File: src/rtl/mult_arbiter.sv
`default_nettype none
// ============================================================================
// Module      : mult_arbiter
// Description : Round-robin arbiter sharing one external signed 32x32
//               multiplier between two requesters. The winning operands are
//               registered onto mul_a/mul_b, the product is captured after
//               LATENCY cycles and returned with a one-cycle strobe and an
//               owner tag.
// Revision    : 1.0 - initial release
// ============================================================================
module mult_arbiter #(
    parameter int LATENCY = 2   // cycles given to the external multiplier (1..15)
) (
    input  logic        clk,
    input  logic        rst,
    input  logic        req0,
    input  logic        req1,
    input  logic [31:0] a0,
    input  logic [31:0] b0,
    input  logic [31:0] a1,
    input  logic [31:0] b1,
    output logic        gnt0,
    output logic        gnt1,
    output logic [31:0] mul_a,
    output logic [31:0] mul_b,
    input  logic [63:0] mul_p,
    output logic [63:0] res,
    output logic        res_valid,
    output logic        res_id,
    output logic        busy
);

    // Counter load value; LATENCY is bounded to 1..15 so it fits in 4 bits.
    localparam logic [3:0] c_LAT_LOAD = 4'(LATENCY);

    typedef enum logic [1:0] {
        S_IDLE = 2'd0,
        S_BUSY = 2'd1,
        S_DONE = 2'd2
    } state_t;

    state_t      state_q;
    logic [3:0]  cnt_q;        // cycles left before the product is captured
    logic        owner_q;      // requester that owns the operation in flight
    logic        last_q;       // requester granted most recently
    logic        gnt0_q;
    logic        gnt1_q;
    logic        res_valid_q;
    logic        res_id_q;
    logic [31:0] mul_a_q;
    logic [31:0] mul_b_q;
    logic [63:0] res_q;

    logic        w_any_req;
    logic        w_win;        // 0: requester 0 wins, 1: requester 1 wins

    // Round-robin pick: a lone requester wins; on contention the one not
    // granted last time wins.
    always_comb begin
        w_any_req = req0 | req1;
        w_win     = req1 & (~req0 | ~last_q);
    end

    // Operation FSM with all outputs registered; grant and result strobes
    // default low so they only ever last one cycle.
    always_ff @(posedge clk or posedge rst) begin
        if (rst) begin
            state_q     <= S_IDLE;
            cnt_q       <= 4'd0;
            owner_q     <= 1'b0;
            last_q      <= 1'b1;   // requester 0 wins the first contention
            gnt0_q      <= 1'b0;
            gnt1_q      <= 1'b0;
            res_valid_q <= 1'b0;
            res_id_q    <= 1'b0;
            mul_a_q     <= 32'd0;
            mul_b_q     <= 32'd0;
            res_q       <= 64'd0;
        end else begin
            gnt0_q      <= 1'b0;
            gnt1_q      <= 1'b0;
            res_valid_q <= 1'b0;
            case (state_q)
                S_IDLE: begin
                    if (w_any_req) begin
                        mul_a_q <= w_win ? a1 : a0;
                        mul_b_q <= w_win ? b1 : b0;
                        gnt0_q  <= ~w_win;
                        gnt1_q  <= w_win;
                        cnt_q   <= c_LAT_LOAD;
                        owner_q <= w_win;
                        last_q  <= w_win;
                        state_q <= S_BUSY;
                    end
                end
                S_BUSY: begin
                    // Operands stay frozen; the product is taken on the last
                    // counted edge.
                    cnt_q <= cnt_q - 4'd1;
                    if (cnt_q == 4'd1) begin
                        res_q       <= mul_p;
                        res_id_q    <= owner_q;
                        res_valid_q <= 1'b1;
                        state_q     <= S_DONE;
                    end
                end
                S_DONE: begin
                    state_q <= S_IDLE;
                end
                default: begin
                    state_q <= S_IDLE;
                end
            endcase
        end
    end

    assign gnt0      = gnt0_q;
    assign gnt1      = gnt1_q;
    assign mul_a     = mul_a_q;
    assign mul_b     = mul_b_q;
    assign res       = res_q;
    assign res_valid = res_valid_q;
    assign res_id    = res_id_q;
    assign busy      = (state_q != S_IDLE);

endmodule

`default_nettype wire
File: config.mk
export PLATFORM = sky130hd
export DESIGN_NAME = mult_arbiter
export DESIGN_NICKNAME = d
export VERILOG_FILES = /design/src/rtl/mult_arbiter.sv
export SDC_FILE = /design/constraint.sdc
export NUM_CORES = 1
export LEC_CHECK = 0
export BUFFER_PORTS_ARGS = -buffer_cell sky130_fd_sc_hd__buf_2
export CORE_MARGIN = 5
export CORE_UTILIZATION = 31
export CTS_CLUSTER_DIAMETER = 80
export CTS_CLUSTER_SIZE = 16
export DETAILED_ROUTE_END_ITERATION = 10
export PLACE_DENSITY_LB_ADDON = 0.05
export SLEW_MARGIN = 20
export SYNTH_ARGS = -nofsm -noshare
export SYNTH_HDL_FRONTEND = slang
export SYNTH_SLANG_ARGS = --single-unit
File: constraint.sdc
create_clock -name clk -period 4.09 [get_ports clk]
set_input_delay 0.2045 -clock clk [delete_from_list [all_inputs] [get_ports clk]]
set_output_delay 0.2045 -clock clk [all_outputs]
set_load 0.005 [all_outputs]
==> impl_results.md, run 1 <==
- Outcome: finished, violations left
- Violations in the final reports: negative hold slack
- Worst-Skew Late Latency: 0.41 ns
- Vias/cell: around 4.9
- Die Span Y: 146.7 microns
- Placed Cells: 931
- Top cell type's share of synthesized area: 0.6002
- Gpl congestion: 0.7383
- Yosys cell types: 31
- CTS tree: done
- Number of flops mapped to enable cells by yosys: 0
- Post-synth ARST share: 1.000
- Largest net degree at the start of global routing: 106
- #FFs+latches synth: 140
- Min Clock Period, post-route: approximately 2.7 ns
- Cell Area, Placed: roughly 7500 sq um
- Critical path buffers and inverters: 2
- Met3 WL: 1563 microns
- Post-Synthesis Cells: 400
- GRT Total Usage: 0.1690
- FMAX: approximately 0.36 GHz
- Cts bufs inserted: 17
- Pins Over Slew Limit: 0
- Synth area leaders: dfrtp_1 (60%), mux2_2 (12%), a221o_1 (11%)
- Final setup vio count: 0
- Post-route clock period utilization: 0.6701
- DR pass1 iterations: 4
- CORE AREA: 18580 sq um
- I/O pin count: 329
- PwrDens: 789.0 nW/um^2
- Mapped Avg Cell Area: 14.49 sq um
- FF-to-FF path depth: 5
- Slew HR: 0.3550
- Actual slew at the worst max-slew pin: between 0.9 and 1 ns
- Final WL: 18210 microns
- Final net count: 918
- Netlist Area Pre-Place: between 5000 and 6000 sq um
- Slowest CP cell: and3_2
- Critical Path RT: 4.44 ns
- Die X: 146.7 microns
- CTS max path bufs: 2
- Sinks on Clock Net: 140
- Vias in the first global route: 5176
- Worst Setup Start Kind: flip-flop
- FP Rows: 50
- Syn nets: 598
- Max FO, Critical Path: 47
- Initial antenna violation count: 3
- Seq/Total Area, Yosys: 0.6047
- Final worst slack: 1.349 ns
- Fin. Hold Viols: 11
- Data arrival, critical path: just over 3 ns
- Lkg Pwr: 4.065 nW
- Setup TNS: 0 ns
- IO Port Bufs: roughly 330
- Wl on met1: 7213 microns
- Max-cap check violation count: 0
- Post-CTS resize count: 0
- CP max stage delay: slightly below 0.9 ns
- Crit path cell chain: nor2_2 > and3_2 > buf_4 > a221o_1 > dlygate4sd3_1
- Layout cell share with drive strength beyond 1: 0.5937
- Initial core utilization: 0.3119
- DRC: 0
- CTS H-Tree Depth: 4
- Ys flop type: dfrtp_1
- FF-to-FF End: mul_b[24]
- Type of the worst min-delay path: input port to asynchronous set/reset pin
- Setup Skew: between 0.008 and 0.009 ns
- RSZ-0062 raised after global routing: no
- Worst setup EP type: flip-flop
- Cell family with most CP delay: simple AND/OR/NAND/NOR gates
- Syn. warnings: 0
- Die area: 21530 sq um
- Cell Count, Final, Fillers Out: slightly below 1000
- Crit Reg-Reg Startpoint: state_q[1]
- Routed wl met2: between 9000 and 10000 microns
- Routed vias: 4713
- HPWL Detailed: approximately 13000 microns
- Synth area leader: dfrtp_1
- Finished layout cell area: 8222 sq um
- Setup WS pre-CTS: about 1.5 ns
- GRT overflow: 0
- Max Used Layer: met4
- First-pass GRT wire length: 28810 microns
- Post CTS Setup Buffer Count: 0
- Fin Hold WS: -0.01984 ns
- Maximum vdd ir drop: 0.4279 mV
- Post-route antenna net violation count: 0
- Syn-to-layout area delta: 41.86%
- Starting DRT DRC Count: 130
- Type of the worst setup path: flip-flop to flip-flop
- Finished Core Util: 0.4425
- Clock root cell: clkbuf_16
- Clock transition at path regs: 0.06 ns
- Wire per inst: about 19 microns
- R2R setup slack: ~1.3 ns
placed cells by master (no fill, tap or decap), types with 2 or more instances in the layout:
cell and n:
dlygate4sd3_1 4, clkinv_4 3, clkbuf_16 17, o21ai_0 4
and2_1 2, ha_1 2, buf_4 5, clkinv_2 2
dfrtp_1 139, inv_1 2, buf_2 328, nand2b_1 2
diode_2 4, bufinv_16 4, inv_6 2, clkbuf_8 2
a21o_1 2, mux2_2 64, o21a_1 64, a221o_1 64
worst reg2reg max path, delay by kind of cell (launching register included):
kind	cells	cell delay (ns)
simple gates	2	1.14
buf+inv	2	0.95
compound gates	1	0.18
flops	1	0.41
cells by family (layout without fill, tap and decap cells):
family / after synthesis / count (layout) / synth area share
simple gates: 15 / 15 / 0.01641
fa+ha+maj: 2 / 2 / 0.004317
mux: 66 / 66 / 0.1280
compound gates: 136 / 136 / 0.2021
flops: 140 / 140 / 0.6047
other cells: 0 / 4 / 0
xor+xnor: 1 / 1 / 0.001512
buf+inv: 40 / 371 / 0.04296
state kept, by name, indices dropped and copies added (netlist names):
register,count
res,64
cnt_q,4
owner_q,1
last_q,1
res_valid,1
gnt0,1
res_id,1
mul_b,32
state_q,2
mul_a,32
gnt1,1
power breakdown:
part / leakage (nW) / switching [mW] / internal, mW
registers: 1.69 / 0.347 / 2.08
clock network: 0.306 / 0.582 / 1.05
logic: 2.07 / 1.07 / 1.36
what timing repair did:
action                                  in CTS  in global routing
endpoints found under the setup margin       0                  0
hold buffers                                 4                  0
endpoints found under the hold margin        3                  0
layout make-up:
| type | count | area [sq um] |
|---|---|---|
| multi-input cells | 220 | 2051 |
| flip-flops and latches | 140 | 3505 |
| repair buffers | 337 | 1719 |
| inverters | 4 | 22.52 |
| well taps | 234 | 292.8 |
| diodes | 4 | 10.01 |
| fillers | 1784 | 10360 |
| clock buffers | 20 | 456.7 |
| clock inverters | 10 | 165.2 |
how the worst max path moves through the flow:
stage | from | slack, ns | cells past startpoint | endpoint
global route | state_q[1] | 1.17 | 5 | mul_b[24]
finish | state_q[1] | 1.35 | 5 | mul_b[24]
global placement | cnt_q[1] | 1.58 | 6 | res[46]
floorplan | rst | 0.13 | 1 | cnt_q[0]
CTS | state_q[1] | 1.32 | 5 | mul_b[24]
detailed placement | cnt_q[1] | 1.53 | 6 | res[49]
through the flow:
| step | hold WS (ns) | power (mW) |
|---|---|---|
| after floorplan | 0.3392 | 3.871 |
| after global placement | 0.4248 | 4.852 |
| after detailed placement | 0.4379 | 4.915 |
| after CTS | 0.0001211 | 6.592 |
| after global routing | 0.003248 | 6.938 |
| final | -0.01984 | 6.487 |
synth_stat cells, types with 2 or more instances:
library cell	n
and2_1	2
mux2_2	64
inv_1	3
buf_2	13
nand2b_1	2
a21o_1	2
nor2_1	2
dfrtp_1	139
a221o_1	64
buf_4	2
o21ai_0	4
clkbuf_1	11
ha_1	2
buf_6	10
o21a_1	64
metal layers:
metal	up-vias	global-route usage
met1	2301	0.2001
met4	0	0.06021
met5	-	0
li1	2175	-
met3	26	0.06632
met2	211	0.2798
Note: power is estimated with default switching activity, not from simulation.
==> run 2, diff against run 1 <==
- clock period: 4.09 -> 2.5 ns (I/O delays scaled with it)
==> impl_results.md, run 2 (same netlist as run 1, synthesis figures left out) <==
- Pins Over Slew Limit: 0 (unchanged)
- Cell family with most CP delay: simple AND/OR/NAND/NOR gates
- Type of the worst setup path: flip-flop to flip-flop
- Final WL: 20220 microns (+11%)
- Clock root cell: clkbuf_16
- I/O pin count: 329 (unchanged)
- Max-cap check violation count: 0 (unchanged)
- DR pass1 iterations: 4 (unchanged)
- Placed Cells: 933 (+0.21%)
- Cell Count, Final, Fillers Out: 1159 (+20%)
- Clock Power Share: 0.228 (-0.024)
- Post-route antenna net violation count: 0 (unchanged)
- Min Clock Period, post-route: 2.384 ns (-0.3564 ns)
- Worst-Skew Late Latency: 0.42 ns (about the same)
- Slew HR: 0.4391 (+0.08410)
- Max FO, Critical Path: 67 (+43%)
- Setup WS pre-CTS: 0.4089 ns (-1.120 ns)
- Actual slew at the worst max-slew pin: 0.8414 ns (-0.1261 ns)
- RSZ-0062 raised after global routing: yes
- Gpl congestion: 0.7301 (-1.1%)
- Setup TNS: 0 ns (unchanged)
- Final setup vio count: 0 (unchanged)
- DRC: 0 (unchanged)
- Crit path cell chain: nor2_2 > and3_4 > a221o_1 > dlygate4sd3_1
- CP max stage delay: 0.78 ns (-0.10 ns)
- Maximum vdd ir drop: 0.5052 mV (+18%)
- Post-route clock period utilization: 0.9537 (+0.2836)
- Data arrival, critical path: 2.73 ns (-0.36 ns)
- HPWL Detailed: 12770 microns (-1.6%)
- Layout cell share with drive strength beyond 1: 0.4740 (-0.1197)
- Final worst slack: 0.1157 ns (-1.234 ns)
- Logic pwr share: 0.437 (+0.062)
- Slowest CP cell: and3_4
- CTS H-Tree Depth: 4 (unchanged)
- Finished layout cell area: 10200 sq um (+24%)
- FP Rows: 50 (unchanged)
- Syn-to-layout area delta: 76.06%
- Power Total: 11.86 mW (+83%)
- Sinks on Clock Net: 140 (unchanged)
- CTS max path bufs: 2 (unchanged)
- Largest net degree at the start of global routing: 78 (-26%)
- Routed vias: 5538 (+18%)
- Die area: 21530 sq um (unchanged)
- Max FFs per register: 64 (unchanged)
- GRT Total Usage: 0.1865 (+0.01750)
- Outcome: complete, no violations
- Reg power frac: 0.334 (-0.040)
- PwrDens: 1162 nW/um^2 (+47%)
- Vias/cell: 4.778 (-1.8%)
- Cell-internal power: 8.304 mW (+85%)
- Clock transition at path regs: 0.06 ns (about the same)
- Final net count: 1109 (+21%)
- Critical Path RT: 2.85 ns (-1.59 ns)
- Worst setup EP type: flip-flop
- Sw power: 3.553 mW (+78%)
- Switching share of power: 0.2997 (-0.008679)
- Initial core utilization: 0.3119 (unchanged)
- Finished Core Util: 0.5492 (+0.1067)
- CORE AREA: 18580 sq um (unchanged)
- FMAX: 0.4194 GHz (+15%)
- Initial antenna violation count: 2 (-1)
- First-pass GRT wire length: 32290 microns (+12%)
- Highest-count cells in the layout ignoring fill and taps: buf_2 (328), dlygate4sd3_1 (193), dfrtp_1 (139)
- Vias in the first global route: 6341 (+23%)
- Fin Hold WS: 0.2739 ns (+0.2937 ns)
- Critical path buffers and inverters: 1 (-1)
- Setup Skew: 0.007238 ns (-0.001707 ns)
- Cell Area, Placed: 7636 sq um (+1.1%)
- Wire per inst: 17.44 microns (-7.2%)
- Worst Setup Start Kind: flip-flop
- Cts bufs inserted: 17 (unchanged)
- Lkg Pwr: 4.928 nW (+21%)
- Most common cell after layout, fill and taps aside: buf_2
- GRT overflow: 0 (unchanged)
- Type of the worst min-delay path: input port to flip-flop
- Starting DRT DRC Count: 178 (+37%)
- IO Port Bufs: 328 (unchanged)
- CTS tree: done
- Die Span Y: 146.7 microns (unchanged)
- Fin. Hold Viols: 0 (-11)
- Die X: 146.7 microns (unchanged)
run 2: cell types whose count changed in the layout (fill, tap and decap cells not counted), sizes merged:
cell	delta
dlygate4sd3	+189
clkinvlp	+4
diode	-3
buf	+2
clkinv	-2
clkbuf	-1
inv	+1
run 2: worst paths after layout:
path,start,endpoint,slack [ns],cells past startpoint
hold / removal,req0,state_q[0],0.27,3
hold reg to reg,cnt_q[3],cnt_q[3],0.48,1
setup / recovery,state_q[1],mul_b[2],0.12,4
max in group asynchronous,rst,res[8],1.35,4
setup reg to reg,state_q[1],mul_b[2],0.12,4
min in group asynchronous,rst,cnt_q[0],0.42,4
run 2: layer usage:
metal / share of wire / GRT usage
met5: 0.00064 / 0
met3: 0.070 / 0.05676
met4: 0.024 / 0.06679
met1: 0.39 / 0.2039
met2: 0.52 / 0.3406
run 2: timing repair:
action                     4_1_cts  5_1_grt
setup endpoints to repair        0        6
hold endpoints to repair       204        0
gates resized for setup          0        2
buffers inserted                 0        0
hold buffers                   193        0
run 2: worst reg2reg max path: cells and delay by family (launching register included):
| family | cells | cell delay [ns] |
|---|---|---|
| compound gates | 1 | 0.33 |
| buf+inv | 1 | 0.55 |
| flops | 1 | 0.42 |
| simple gates | 2 | 1.03 |
run 2: final cells by class:
type | count | area, sq um
Sequential cell | 140 | 3505
Timing Repair Buffer | 528 | 3701
Antenna cell | 1 | 2.502
Multi-Input combinational cell | 220 | 2051
Clock inverter | 13 | 187.7
Inverter | 4 | 21.27
Clock buffer | 19 | 442.9
Tap cell | 234 | 292.8
Fill cell | 1607 | 8377
run 2: power groups by stage:
| stage | clock network, mW | registers [mW] | logic [mW] |
|---|---|---|---|
| floorplan | 0 | 4.06 | 2.27 |
| global placement | 0 | 3.97 | 4.02 |
| detailed placement | 0 | 3.99 | 4.12 |
| CTS | 2.79 | 3.96 | 5.17 |
| global route | 2.86 | 4.11 | 5.64 |
| finish | 2.70 | 3.97 | 5.19 |
==> run 3, diff against run 2 <==
- CORE_ASPECT_RATIO: default -> 1.5
- RECOVER_POWER: default -> 100
==> impl_results.md, run 3 (same netlist as run 1, synthesis figures left out) <==
- Outcome: finished, violations left
- Violations in the final reports: max-capacitance violations, max-slew violations
- Clock transition at path regs: 0.06 ns (about the same)
- Fin. Hold Viols: 0 (unchanged)
- First-pass GRT wire length: 31160 microns (-3.5%)
- Power Total: 11.51 mW (-2.9%)
- PwrDens: 1149 nW/um^2 (-1.1%)
- CTS H-Tree Depth: 4 (unchanged)
- Die Span Y: 177.5 microns (+21%)
- CTS max path bufs: 2 (unchanged)
- Type of the worst min-delay path: input port to flip-flop
- Setup Skew: 0.009849 ns (+0.002611 ns)
- Cts bufs inserted: 17 (unchanged)
- DRC: 0 (unchanged)
- Initial core utilization: 0.3138 (+0.001859)
- Layout cell share with drive strength beyond 1: 0.3612 (-0.1129)
- Post-CTS resize count: 0 (unchanged)
- Final setup vio count: 0 (unchanged)
- GRT Total Usage: 0.1824 (-0.004065)
- Post-route clock period utilization: 0.9449 (-0.008789)
- Critical Path RT: 2.84 ns (about the same)
- Fillers: 1713 (+6.6%)
- Setup WS pre-CTS: 0.4124 ns (+0.003488 ns)
- Initial antenna violation count: 2 (unchanged)
- Pins Over Slew Limit: 141 (+141)
- Maximum vdd ir drop: 0.4013 mV (-21%)
- CP max stage delay: 0.73 ns (-0.05 ns)
- Worst Setup Start Kind: flip-flop
- Max-cap check violation count: 1 (+1)
- FMAX: 0.4233 GHz (+0.93%)
- Slowest CP cell: and3_4
- Placed Cells: 950 (+1.8%)
- Min Clock Period, post-route: 2.362 ns (-0.02197 ns)
- Type of the worst setup path: flip-flop to flip-flop
- Highest-count cells in the layout ignoring fill and taps: buf_2 (226), dlygate4sd3_1 (193), dfrtp_1 (139)
- Final WL: 19910 microns (-1.5%)
- Max FFs per register: 64 (unchanged)
- Final worst slack: 0.1377 ns (+0.02197 ns)
- FP Rows: 61 (+22%)
- IO Port Bufs: 328 (unchanged)
- Max FO, Critical Path: 66 (-1.5%)
- Die X: 121.6 microns (-17%)
- RSZ-0062 raised after global routing: no
- Vias in the first global route: 6011 (-5.2%)
- Crit path cell chain: nor2_2 > and3_4 > a221o_1 > dlygate4sd3_1
- CTS tree: done
- Sinks on Clock Net: 140 (unchanged)
- Worst setup EP type: flip-flop
- Largest net degree at the start of global routing: 141 (+81%)
- Routed vias: 5490 (-0.87%)
- Worst-Skew Late Latency: 0.41 ns (about the same)
- Vias/cell: 4.672 (-2.2%)
- Wire per inst: 16.94 microns (-2.9%)
- Die area: 21590 sq um (+0.26%)
- Cell Area, Placed: 7641 sq um (about the same)
- Slew HR: -0.2031 (-0.6422)
- GRT overflow: 0 (unchanged)
- Post-route antenna net violation count: 0 (unchanged)
- Gpl congestion: 0.7309 (+0.11%)
- Clock root cell: clkbuf_16
- Actual slew at the worst max-slew pin: 1.805 ns (+0.9633 ns)
- I/O pin count: 329 (unchanged)
- Setup TNS: 0 ns (unchanged)
- Cell Count, Final, Fillers Out: 1175 (+1.4%)
- HPWL Detailed: 12900 microns (+1.0%)
- Data arrival, critical path: 2.70 ns (-0.03 ns)
- Syn-to-layout area delta: 72.93%
- Lkg Pwr: 4.588 nW (-6.9%)
- CORE AREA: 18470 sq um (-0.59%)
- Finished layout cell area: 10020 sq um (-1.8%)
- Most common cell after layout, fill and taps aside: buf_2
- Final net count: 1108 (-0.090%)
- Starting DRT DRC Count: 247 (+39%)
- DR pass1 iterations: 4 (unchanged)
## run 3: final cells by class
cell class	instances	area [sq um]	area share
well taps	252	315.3	0.03146
repair buffers	527	3508	0.3501
inverters	4	21.27	0.002122
clock buffers	17	425.4	0.04245
clock inverters	14	193.9	0.01935
multi-input cells	220	2051	0.2046
flip-flops and latches	140	3505	0.3497
diodes	1	2.502	0.0002497
## run 3: where the power goes
part           internal [mW]  leakage (nW)  total [mW]  switching [mW]
Sequential              3.40          1.69        4.00           0.603
Clock                   1.67         0.299        2.65           0.982
Combinational           2.93          2.60        4.86            1.93
## run 3: repair_timing
| item | CTS | global route |
|---|---|---|
| buffers inserted | 0 | 0 |
| hold buffers | 193 | 0 |
| hold endpoints to repair | 185 | 0 |
## run 3: worst paths after layout
kind / end / depth (start not counted) / slack [ns] / from
min reg2reg: owner_q / 1 / 0.48 / owner_q
min in group asynchronous: res[18] / 4 / 0.90 / rst
max reg2reg: mul_a[13] / 4 / 0.14 / state_q[1]
max: mul_a[13] / 4 / 0.14 / state_q[1]
max in group asynchronous: res[26] / 4 / 0.46 / rst
min: state_q[0] / 3 / 0.27 / req0
## run 3: critical path: cells and delay by family, from the launching register on
kind	cells	cell delay, ns
buf+inv	1	0.55
flops	1	0.42
simple gates	2	0.98
compound gates	1	0.28
## run 3: through the flow
stage / util / hold WS (ns)
after floorplan: - / 0.2597
after global placement: 0.4136 / 0.3452
after detailed placement: 0.4137 / 0.3577
after CTS: 0.5518 / 0.2474
after global routing: 0.5426 / 0.3193
final: 0.5426 / 0.2681
## run 3: layer usage
| metal | vias up | wire (microns) | global-route usage |
|---|---|---|---|
| li1 | 2545 | - | - |
| met1 | 2697 | 7414 | 0.2013 |
| met2 | 214 | 10690 | 0.3285 |
| met3 | 32 | 1292 | 0.04943 |
| met4 | 2 | 492 | 0.07336 |
| met5 | - | 20 | 0 |
